[config.mk]
export PLATFORM = sky130hd
export DESIGN_NAME = pipeline_hazard_ctrl_flat
export DESIGN_NICKNAME = d
export VERILOG_FILES = /design/src/rtl/pipeline_hazard_ctrl_pkg.sv /design/src/rtl/pipeline_hazard_ctrl_if.sv /design/src/rtl/pipeline_hazard_ctrl_hazard_detect.sv /design/src/rtl/pipeline_hazard_ctrl.sv /design/src/flat_wrapper.sv
export SDC_FILE = /design/constraint.sdc
export NUM_CORES = 1
export LEC_CHECK = 0
export ABC_AREA = 1
export ABC_CLOCK_PERIOD_IN_PS = 1300
export BUFFER_PORTS_ARGS = -buffer_cell sky130_fd_sc_hd__clkbuf_2
export CAP_MARGIN = 0
export CORE_MARGIN = 8
export CORE_UTILIZATION = 46
export DETAILED_ROUTE_END_ITERATION = 6
export PLACE_DENSITY = 0.83
export REMOVE_ABC_BUFFERS = 1
export SLEW_MARGIN = 30
export SYNTH_ARGS = -nofsm -noshare
export SYNTH_HDL_FRONTEND = slang
export SYNTH_SLANG_ARGS = --single-unit
[constraint.sdc]
create_clock -name clock -period 1.3 [get_ports clock]
set_input_delay 0.26 -clock clock [delete_from_list [all_inputs] [get_ports clock]]
set_output_delay 0.26 -clock clock [all_outputs]
set_load 0.03 [all_outputs]
[src/rtl/pipeline_hazard_ctrl_pkg.sv]
// rtl/pipeline_hazard_ctrl_pkg.sv - shared types and widths for the pipeline hazard controller
package pipe_ctrl_pkg;

    localparam int REG_ADDR_W  = 5;
    localparam int FLUSH_CNT_W = 3;
    localparam int WAIT_CNT_W  = 8;

    typedef enum logic [1:0] {
        RUN,
        DMEM_WAIT,
        FLUSH,
        FAULT
    } state_t;

    typedef struct packed {
        logic pc_write_en;
        logic pc_redirect;
        logic if_id_write_en;
        logic if_id_flush;
        logic id_ex_write_en;
        logic id_ex_bubble;
        logic ex_mem_write_en;
        logic mem_wb_bubble;
        logic fault;
    } ctrl_t;

    // Output patterns, one per distinct pipe action
    localparam ctrl_t CTRL_RESET  = 9'b000101010;
    localparam ctrl_t CTRL_RUN    = 9'b101010100;
    localparam ctrl_t CTRL_STALL  = 9'b000011100;
    localparam ctrl_t CTRL_REDIR  = 9'b111111100;
    localparam ctrl_t CTRL_FLUSH  = 9'b101111100;
    localparam ctrl_t CTRL_HOLD   = 9'b000000010;
    localparam ctrl_t CTRL_FAULT  = 9'b000101011;

endpackage

[src/rtl/pipeline_hazard_ctrl_if.sv]
// rtl/pipeline_hazard_ctrl_if.sv - hazard inputs and stage-register controls between pipe and controller
interface pipeline_hazard_ctrl_if;
    import pipe_ctrl_pkg::*;

    logic [REG_ADDR_W-1:0] id_rs1;
    logic [REG_ADDR_W-1:0] id_rs2;
    logic                  id_uses_rs1;
    logic                  id_uses_rs2;
    logic                  ex_mem_read;
    logic [REG_ADDR_W-1:0] ex_rd;
    logic                  ex_branch_taken;
    logic                  dmem_busy;

    logic pc_write_en;
    logic pc_redirect;
    logic if_id_write_en;
    logic if_id_flush;
    logic id_ex_write_en;
    logic id_ex_bubble;
    logic ex_mem_write_en;
    logic mem_wb_bubble;
    logic fault;

    modport master (
        output id_rs1, id_rs2, id_uses_rs1, id_uses_rs2,
        output ex_mem_read, ex_rd, ex_branch_taken, dmem_busy,
        input  pc_write_en, pc_redirect, if_id_write_en, if_id_flush,
        input  id_ex_write_en, id_ex_bubble, ex_mem_write_en, mem_wb_bubble, fault
    );

    modport slave (
        input  id_rs1, id_rs2, id_uses_rs1, id_uses_rs2,
        input  ex_mem_read, ex_rd, ex_branch_taken, dmem_busy,
        output pc_write_en, pc_redirect, if_id_write_en, if_id_flush,
        output id_ex_write_en, id_ex_bubble, ex_mem_write_en, mem_wb_bubble, fault
    );

endinterface

[src/rtl/pipeline_hazard_ctrl_hazard_detect.sv]
// rtl/pipeline_hazard_ctrl_hazard_detect.sv - combinational load-use hazard compare
module hazard_detect
    import pipe_ctrl_pkg::*;
(
    input  logic [REG_ADDR_W-1:0] id_rs1,
    input  logic [REG_ADDR_W-1:0] id_rs2,
    input  logic                  id_uses_rs1,
    input  logic                  id_uses_rs2,
    input  logic                  ex_mem_read,
    input  logic [REG_ADDR_W-1:0] ex_rd,
    output logic                  load_use
);

    logic rs1_hit;
    logic rs2_hit;

    assign rs1_hit  = id_uses_rs1 && (ex_rd == id_rs1);
    assign rs2_hit  = id_uses_rs2 && (ex_rd == id_rs2);
    // x0 is hardwired zero, so a load targeting it never produces a dependency
    assign load_use = ex_mem_read && (ex_rd != '0) && (rs1_hit || rs2_hit);

endmodule

[src/rtl/pipeline_hazard_ctrl.sv]
// rtl/pipeline_hazard_ctrl.sv - stall/flush/hold sequencing for 5-stage pipe registers
// Optional HAZARD_PERF_CNT_EN adds stall_cycles/flush_cycles counters.
module pipeline_hazard_ctrl
    import pipe_ctrl_pkg::*;
#(
    parameter int FLUSH_CYCLES = 2,
    parameter int MEM_TIMEOUT  = 15
) (
    input  logic                    clock,
    input  logic                    resetn,
    pipeline_hazard_ctrl_if.slave   hz
`ifdef HAZARD_PERF_CNT_EN
    ,
    output logic [31:0]             stall_cycles,
    output logic [31:0]             flush_cycles
`endif
);

    state_t                 state, nxt_state;
    logic [FLUSH_CNT_W-1:0] flush_cnt, nxt_flush_cnt;
    logic [WAIT_CNT_W-1:0]  wait_cnt, nxt_wait_cnt;
    logic                   pending_redirect, nxt_pending_redirect;
    logic                   load_use;
    ctrl_t                  ctrl;

    localparam logic [FLUSH_CNT_W-1:0] FLUSH_RELOAD = FLUSH_CNT_W'(FLUSH_CYCLES - 1);
    localparam logic [WAIT_CNT_W-1:0]  WAIT_LIMIT   = WAIT_CNT_W'(MEM_TIMEOUT);
    localparam state_t                 REDIR_NEXT   = (FLUSH_CYCLES > 1) ? FLUSH : RUN;

    hazard_detect u_hazard_detect (
        .id_rs1      (hz.id_rs1),
        .id_rs2      (hz.id_rs2),
        .id_uses_rs1 (hz.id_uses_rs1),
        .id_uses_rs2 (hz.id_uses_rs2),
        .ex_mem_read (hz.ex_mem_read),
        .ex_rd       (hz.ex_rd),
        .load_use    (load_use)
    );

    always_comb begin
        ctrl                 = CTRL_RUN;
        nxt_state            = state;
        nxt_flush_cnt        = flush_cnt;
        nxt_wait_cnt         = wait_cnt;
        nxt_pending_redirect = pending_redirect;

        case (state)
            RUN, FLUSH: begin
                if (hz.dmem_busy) begin
                    ctrl                 = CTRL_HOLD;
                    nxt_wait_cnt         = WAIT_CNT_W'(1);
                    nxt_pending_redirect = hz.ex_branch_taken;
                    nxt_state            = DMEM_WAIT;
                end else if (hz.ex_branch_taken) begin
                    ctrl          = CTRL_REDIR;
                    nxt_flush_cnt = FLUSH_RELOAD;
                    nxt_state     = REDIR_NEXT;
                end else if (state == FLUSH) begin
                    // ID holds a wrong-path instruction here, so load-use is moot
                    ctrl          = CTRL_FLUSH;
                    nxt_flush_cnt = flush_cnt - 1'b1;
                    if (flush_cnt <= FLUSH_CNT_W'(1)) begin
                        nxt_state = RUN;
                    end
                end else if (load_use) begin
                    ctrl = CTRL_STALL;
                end
            end

            DMEM_WAIT: begin
                if (hz.dmem_busy) begin
                    ctrl                 = CTRL_HOLD;
                    nxt_pending_redirect = pending_redirect || hz.ex_branch_taken;
                    if (wait_cnt >= WAIT_LIMIT) begin
                        nxt_state = FAULT;
                    end else if (wait_cnt != '1) begin
                        nxt_wait_cnt = wait_cnt + 1'b1;
                    end
                end else begin
                    nxt_wait_cnt         = '0;
                    nxt_pending_redirect = 1'b0;
                    if (pending_redirect || hz.ex_branch_taken) begin
                        ctrl          = CTRL_REDIR;
                        nxt_flush_cnt = FLUSH_RELOAD;
                        nxt_state     = REDIR_NEXT;
                    end else begin
                        if (load_use) begin
                            ctrl = CTRL_STALL;
                        end
                        nxt_state = RUN;
                    end
                end
            end

            default: begin
                ctrl = CTRL_FAULT;
            end
        endcase

        // Reset forces safe controls in the same cycle, not just after the next edge
        if (!resetn) begin
            ctrl = CTRL_RESET;
        end
    end

    always_ff @(posedge clock or negedge resetn) begin
        if (!resetn) begin
            state            <= RUN;
            flush_cnt        <= '0;
            wait_cnt         <= '0;
            pending_redirect <= 1'b0;
        end else begin
            state            <= nxt_state;
            flush_cnt        <= nxt_flush_cnt;
            wait_cnt         <= nxt_wait_cnt;
            pending_redirect <= nxt_pending_redirect;
        end
    end

    assign hz.pc_write_en     = ctrl.pc_write_en;
    assign hz.pc_redirect     = ctrl.pc_redirect;
    assign hz.if_id_write_en  = ctrl.if_id_write_en;
    assign hz.if_id_flush     = ctrl.if_id_flush;
    assign hz.id_ex_write_en  = ctrl.id_ex_write_en;
    assign hz.id_ex_bubble    = ctrl.id_ex_bubble;
    assign hz.ex_mem_write_en = ctrl.ex_mem_write_en;
    assign hz.mem_wb_bubble   = ctrl.mem_wb_bubble;
    assign hz.fault           = ctrl.fault;

`ifdef HAZARD_PERF_CNT_EN
    always_ff @(posedge clock or negedge resetn) begin
        if (!resetn) begin
            stall_cycles <= '0;
            flush_cycles <= '0;
        end else if (state != FAULT) begin
            if (!ctrl.pc_write_en) begin
                stall_cycles <= stall_cycles + 32'd1;
            end
            if (ctrl.if_id_flush) begin
                flush_cycles <= flush_cycles + 32'd1;
            end
        end
    end
`endif

endmodule

[src/flat_wrapper.sv]
// flat-port wrapper written by rule: the top's interface ports become plain ports
module pipeline_hazard_ctrl_flat import pipe_ctrl_pkg::*;
#(
    parameter int FLUSH_CYCLES = 2,
    parameter int MEM_TIMEOUT  = 15
)
  (clock, resetn, hz_id_rs1, hz_id_rs2, hz_id_uses_rs1, hz_id_uses_rs2, hz_ex_mem_read, hz_ex_rd, hz_ex_branch_taken, hz_dmem_busy, hz_pc_write_en, hz_pc_redirect, hz_if_id_write_en, hz_if_id_flush, hz_id_ex_write_en, hz_id_ex_bubble, hz_ex_mem_write_en, hz_mem_wb_bubble, hz_fault);
  pipeline_hazard_ctrl_if hz_i ();
  input  logic clock;
  input  logic resetn;
  input wire logic [$bits(hz_i.id_rs1)-1:0] hz_id_rs1;
  input wire logic [$bits(hz_i.id_rs2)-1:0] hz_id_rs2;
  input wire logic [$bits(hz_i.id_uses_rs1)-1:0] hz_id_uses_rs1;
  input wire logic [$bits(hz_i.id_uses_rs2)-1:0] hz_id_uses_rs2;
  input wire logic [$bits(hz_i.ex_mem_read)-1:0] hz_ex_mem_read;
  input wire logic [$bits(hz_i.ex_rd)-1:0] hz_ex_rd;
  input wire logic [$bits(hz_i.ex_branch_taken)-1:0] hz_ex_branch_taken;
  input wire logic [$bits(hz_i.dmem_busy)-1:0] hz_dmem_busy;
  output wire logic [$bits(hz_i.pc_write_en)-1:0] hz_pc_write_en;
  output wire logic [$bits(hz_i.pc_redirect)-1:0] hz_pc_redirect;
  output wire logic [$bits(hz_i.if_id_write_en)-1:0] hz_if_id_write_en;
  output wire logic [$bits(hz_i.if_id_flush)-1:0] hz_if_id_flush;
  output wire logic [$bits(hz_i.id_ex_write_en)-1:0] hz_id_ex_write_en;
  output wire logic [$bits(hz_i.id_ex_bubble)-1:0] hz_id_ex_bubble;
  output wire logic [$bits(hz_i.ex_mem_write_en)-1:0] hz_ex_mem_write_en;
  output wire logic [$bits(hz_i.mem_wb_bubble)-1:0] hz_mem_wb_bubble;
  output wire logic [$bits(hz_i.fault)-1:0] hz_fault;
  assign hz_i.id_rs1 = hz_id_rs1;
  assign hz_i.id_rs2 = hz_id_rs2;
  assign hz_i.id_uses_rs1 = hz_id_uses_rs1;
  assign hz_i.id_uses_rs2 = hz_id_uses_rs2;
  assign hz_i.ex_mem_read = hz_ex_mem_read;
  assign hz_i.ex_rd = hz_ex_rd;
  assign hz_i.ex_branch_taken = hz_ex_branch_taken;
  assign hz_i.dmem_busy = hz_dmem_busy;
  assign hz_pc_write_en = hz_i.pc_write_en;
  assign hz_pc_redirect = hz_i.pc_redirect;
  assign hz_if_id_write_en = hz_i.if_id_write_en;
  assign hz_if_id_flush = hz_i.if_id_flush;
  assign hz_id_ex_write_en = hz_i.id_ex_write_en;
  assign hz_id_ex_bubble = hz_i.id_ex_bubble;
  assign hz_ex_mem_write_en = hz_i.ex_mem_write_en;
  assign hz_mem_wb_bubble = hz_i.mem_wb_bubble;
  assign hz_fault = hz_i.fault;
  pipeline_hazard_ctrl #(.FLUSH_CYCLES(FLUSH_CYCLES), .MEM_TIMEOUT(MEM_TIMEOUT)) u_core (.clock(clock), .resetn(resetn), .hz(hz_i));
endmodule
==> results.cfg <==
[run_status]
run_status = finished with violations
violated_checks = setup timing

[sta]
report.final.slew_viol_count = 0
max_clock_freq_mhz = 570
finalSetupTns_ns = -4.07
worst_slew_margin_rel = 0.845
final.setup_skew_ns = 0.00662
report.final.setup_viol = 18
rsz0062_at_grt = yes
fin_crit_sh = 1.35
fin_hold_ws_ns = 0.369
timing_worst_slew_pin_value_ns = 0.231
final_hold_viol_count = 0
timing.final.ws_setup_ns = -0.455
layout_min_cycle_time_ns = 1.76

[worst_setup_path]
crit_path_start_kind = flop
element_type_at_the_critical_path_end = primary output
required_ns = 1.04
regToRegSetupSlack_ns = -0.18
critical_path.cell_chain = inv_2 > nand2_4 > nor2_4 > nand2_2 > nand2_4 > inv_4 > a21oi_4 > buf_8
critPathMaxFanout = 4
worst_path_largest_cell_delay_ns = 0.42
critical-path-top-delay-family = flip-flops
critPathKind = reg2out
cp_num_buf_inv = 3
timing.critical_path.slowest_stage_cell = dfrtp_1
worst-endpoint-arrival_ns = 1.50
crit_path_frequent_cell = nand2_4

[detailed_routing]
detail_route.iter0.violations = 79
detail_route.first_pass.iterations = 4
drt_drc_violations_left = 0
via_per_inst = 4.85
detail_route_antenna_nets = 0
detailroute.via_count = 1246
avgRoutedWirePerCell_microns = 12.9
route.final.wire_length_mm = 3.32

[floorplanning]
rows = 17
placeableCoreArea_sq_um = 2190
floorplan.die_area_sq_um = 4110
die_height_microns = 64.1
start_util = 0.485
die_width_microns = 64.1
boundaryPins = 31

[clock_network]
clock_insertion_delay_worst_skew_ns = 0.28
root_buffer = clkbuf_4
cts_tree = yes
tritoncts.num_buffers = 3
cts_max_path_buffers = 2
path_clk_slew_ns = 0.07
clock_sinks = 14
ctsHtreeMaxLevel = 1

[final_layout]
antenna_cells_inserted = 0
utilization = 0.778
final_nets = 256
layout.filler_cells = 145
signed_area_change_from_the_synthesized_netlist_to_the_final_layout_pct = 60.4
final_layout_size_suffix_gt1_frac = 0.445

[synth]
postSynth.asyncResetShare = 1.00
synth_flop_cell = dfrtp_1
post_synth_num_cell_types = 22
synth_seq_area_share = 0.329
synth_area_sq_um = 1060
yosys.area.top_type = dfrtp_1
synthesized_area_divided_by_synthesized_cell_count_sq_um = 6.41
yosys_warnings = 0
proportion_of_netlist_area_held_by_the_largest_area_contributor = 0.329
synthTopCellsByArea = dfrtp_1, nand2_1, inv_1
synth-edff-count = 0
netlist_instances = 166
yosys_register_bits = 14

[global_routing]
grt_max_degree = 15
first_pass_grt_wire_length_mm = 4.88
gr-usage-all-layers = 0.143
gr-total-overflow = 0
grt_pass1_vias = 1216
grt_antenna_before_repair = 0

[placed_design]
detailedPlacementHpwl_mm = 2.16
port_buffers = 30
pre_cts_slack_ns = -0.296
gp_congestion = 0.842

[pwr]
worst_ir_drop_vdd_uv = 1050
power.density_cell_area_nw_per_um2 = 1630
leakage_power_summed_over_all_cells_uw = 0.000934

[worst_hold_path]
worst_hold_path_type = in2reg

[run]
drv_cap = 0
==> path summary, 6_finish.rpt <==
check,start,end,cells past startpoint
setup reg to reg,u_core.state[1]$_DFFE_PN0P_,u_core.flush_cnt[2]$_DFFE_PN0P_,7
setup / recovery,u_core.state[1]$_DFFE_PN0P_,hz_if_id_write_en,8
max in group asynchronous,resetn,u_core.state[0]$_DFFE_PN0P_,3
min in group asynchronous,resetn,u_core.wait_cnt[2]$_DFFE_PN0P_,3
hold reg to reg,u_core.wait_cnt[7]$_DFFE_PN0P_,u_core.wait_cnt[7]$_DFFE_PN0P_,2
hold / removal,hz_dmem_busy,u_core.state[0]$_DFFE_PN0P_,3
==> layout by cell type (no fill, tap or decap), drive strengths merged <==
cell	count
and3b	1
clkbuf	24
nor2	31
dfrtp	14
nand3	9
o22ai	1
xor2	1
ha	3
dlygate4sd3	1
inv	38
o21ai	16
nand2	44
nor3	2
a21oi	5
buf	39
==> repair_timing <==
| action | CTS | global route |
|---|---|---|
| gates resized for setup | 30 | 43 |
| endpoints found under the setup margin | 20 | 21 |
| buffers inserted | 4 | 9 |
| pin swaps | 8 | 13 |
| hold endpoints to repair | 14 | 0 |
| gates cloned | 1 | 0 |
| hold buffers | 1 | 0 |
==> report_power, final <==
part,switching [uW],leakage (uW),internal [uW],total (uW)
Clock,135,0.0000138,107,242
Sequential,107,0.000180,557,665
Combinational,997,0.000741,867,1860
Total,1240,0.000934,1530,2770
==> area by class of cell <==
cell class | count | area (sq um) | share of cell area
Multi-Input combinational cell | 113 | 673 | 0.395
Sequential cell | 14 | 352 | 0.206
Inverter | 38 | 148 | 0.0866
Tap cell | 28 | 35.0 | 0.0205
Timing Repair Buffer | 61 | 475 | 0.279
Clock buffer | 3 | 22.5 | 0.0132
==> cell usage after synthesis, drive strengths merged (2+ instances only) <==
master and count:
a21oi 5, nor3 2, inv 38, ha 3, dfrtp 14, o21ai 16, nand2 43, nor2 31
buf 2, nand3 9
==> layer usage <==
metal | part of all wire | vias up | wire length [microns] | track usage
met5 | 0 | - | 0 | 0
met4 | 0.019 | 0 | 63 | 0.0585
met1 | 0.41 | 561 | 1370 | 0.148
met2 | 0.50 | 47 | 1680 | 0.263
met3 | 0.063 | 7 | 208 | 0.0383
li1 | - | 631 | - | -
==> worst register-to-register path, delay by kind of cell, from the launching register on <==
family	cells	cell delay [ns]
compound gates	2	0.23
buf+inv	3	0.44
simple gates	2	0.27
flops	1	0.42
==> state kept, by name, indices dropped and copies added, names as in the netlist <==
signal,count
u_core.wait_cnt,8
u_core.flush_cnt,3
u_core.state,2
u_core.pending_redirect,1
==> logic make-up after synthesis <==
group | Yosys count | synth area share
simple gates | 86 | 0.356
buf+inv | 40 | 0.148
compound gates | 22 | 0.122
flops | 14 | 0.329
fa+ha+maj | 3 | 0.0353
xor+xnor | 1 | 0.00824
==> through the flow <==
step / cells / area (sq um) / power [uW]
floorplan: 164 / 1050 / 1390
global placement: 241 / 1380 / 1830
detailed placement: 241 / 1380 / 1850
CTS: 249 / 1540 / 2320
global route: 257 / 1710 / 2930
finish: 257 / 1710 / 2770
Note: power is estimated with default switching activity, not from simulation.
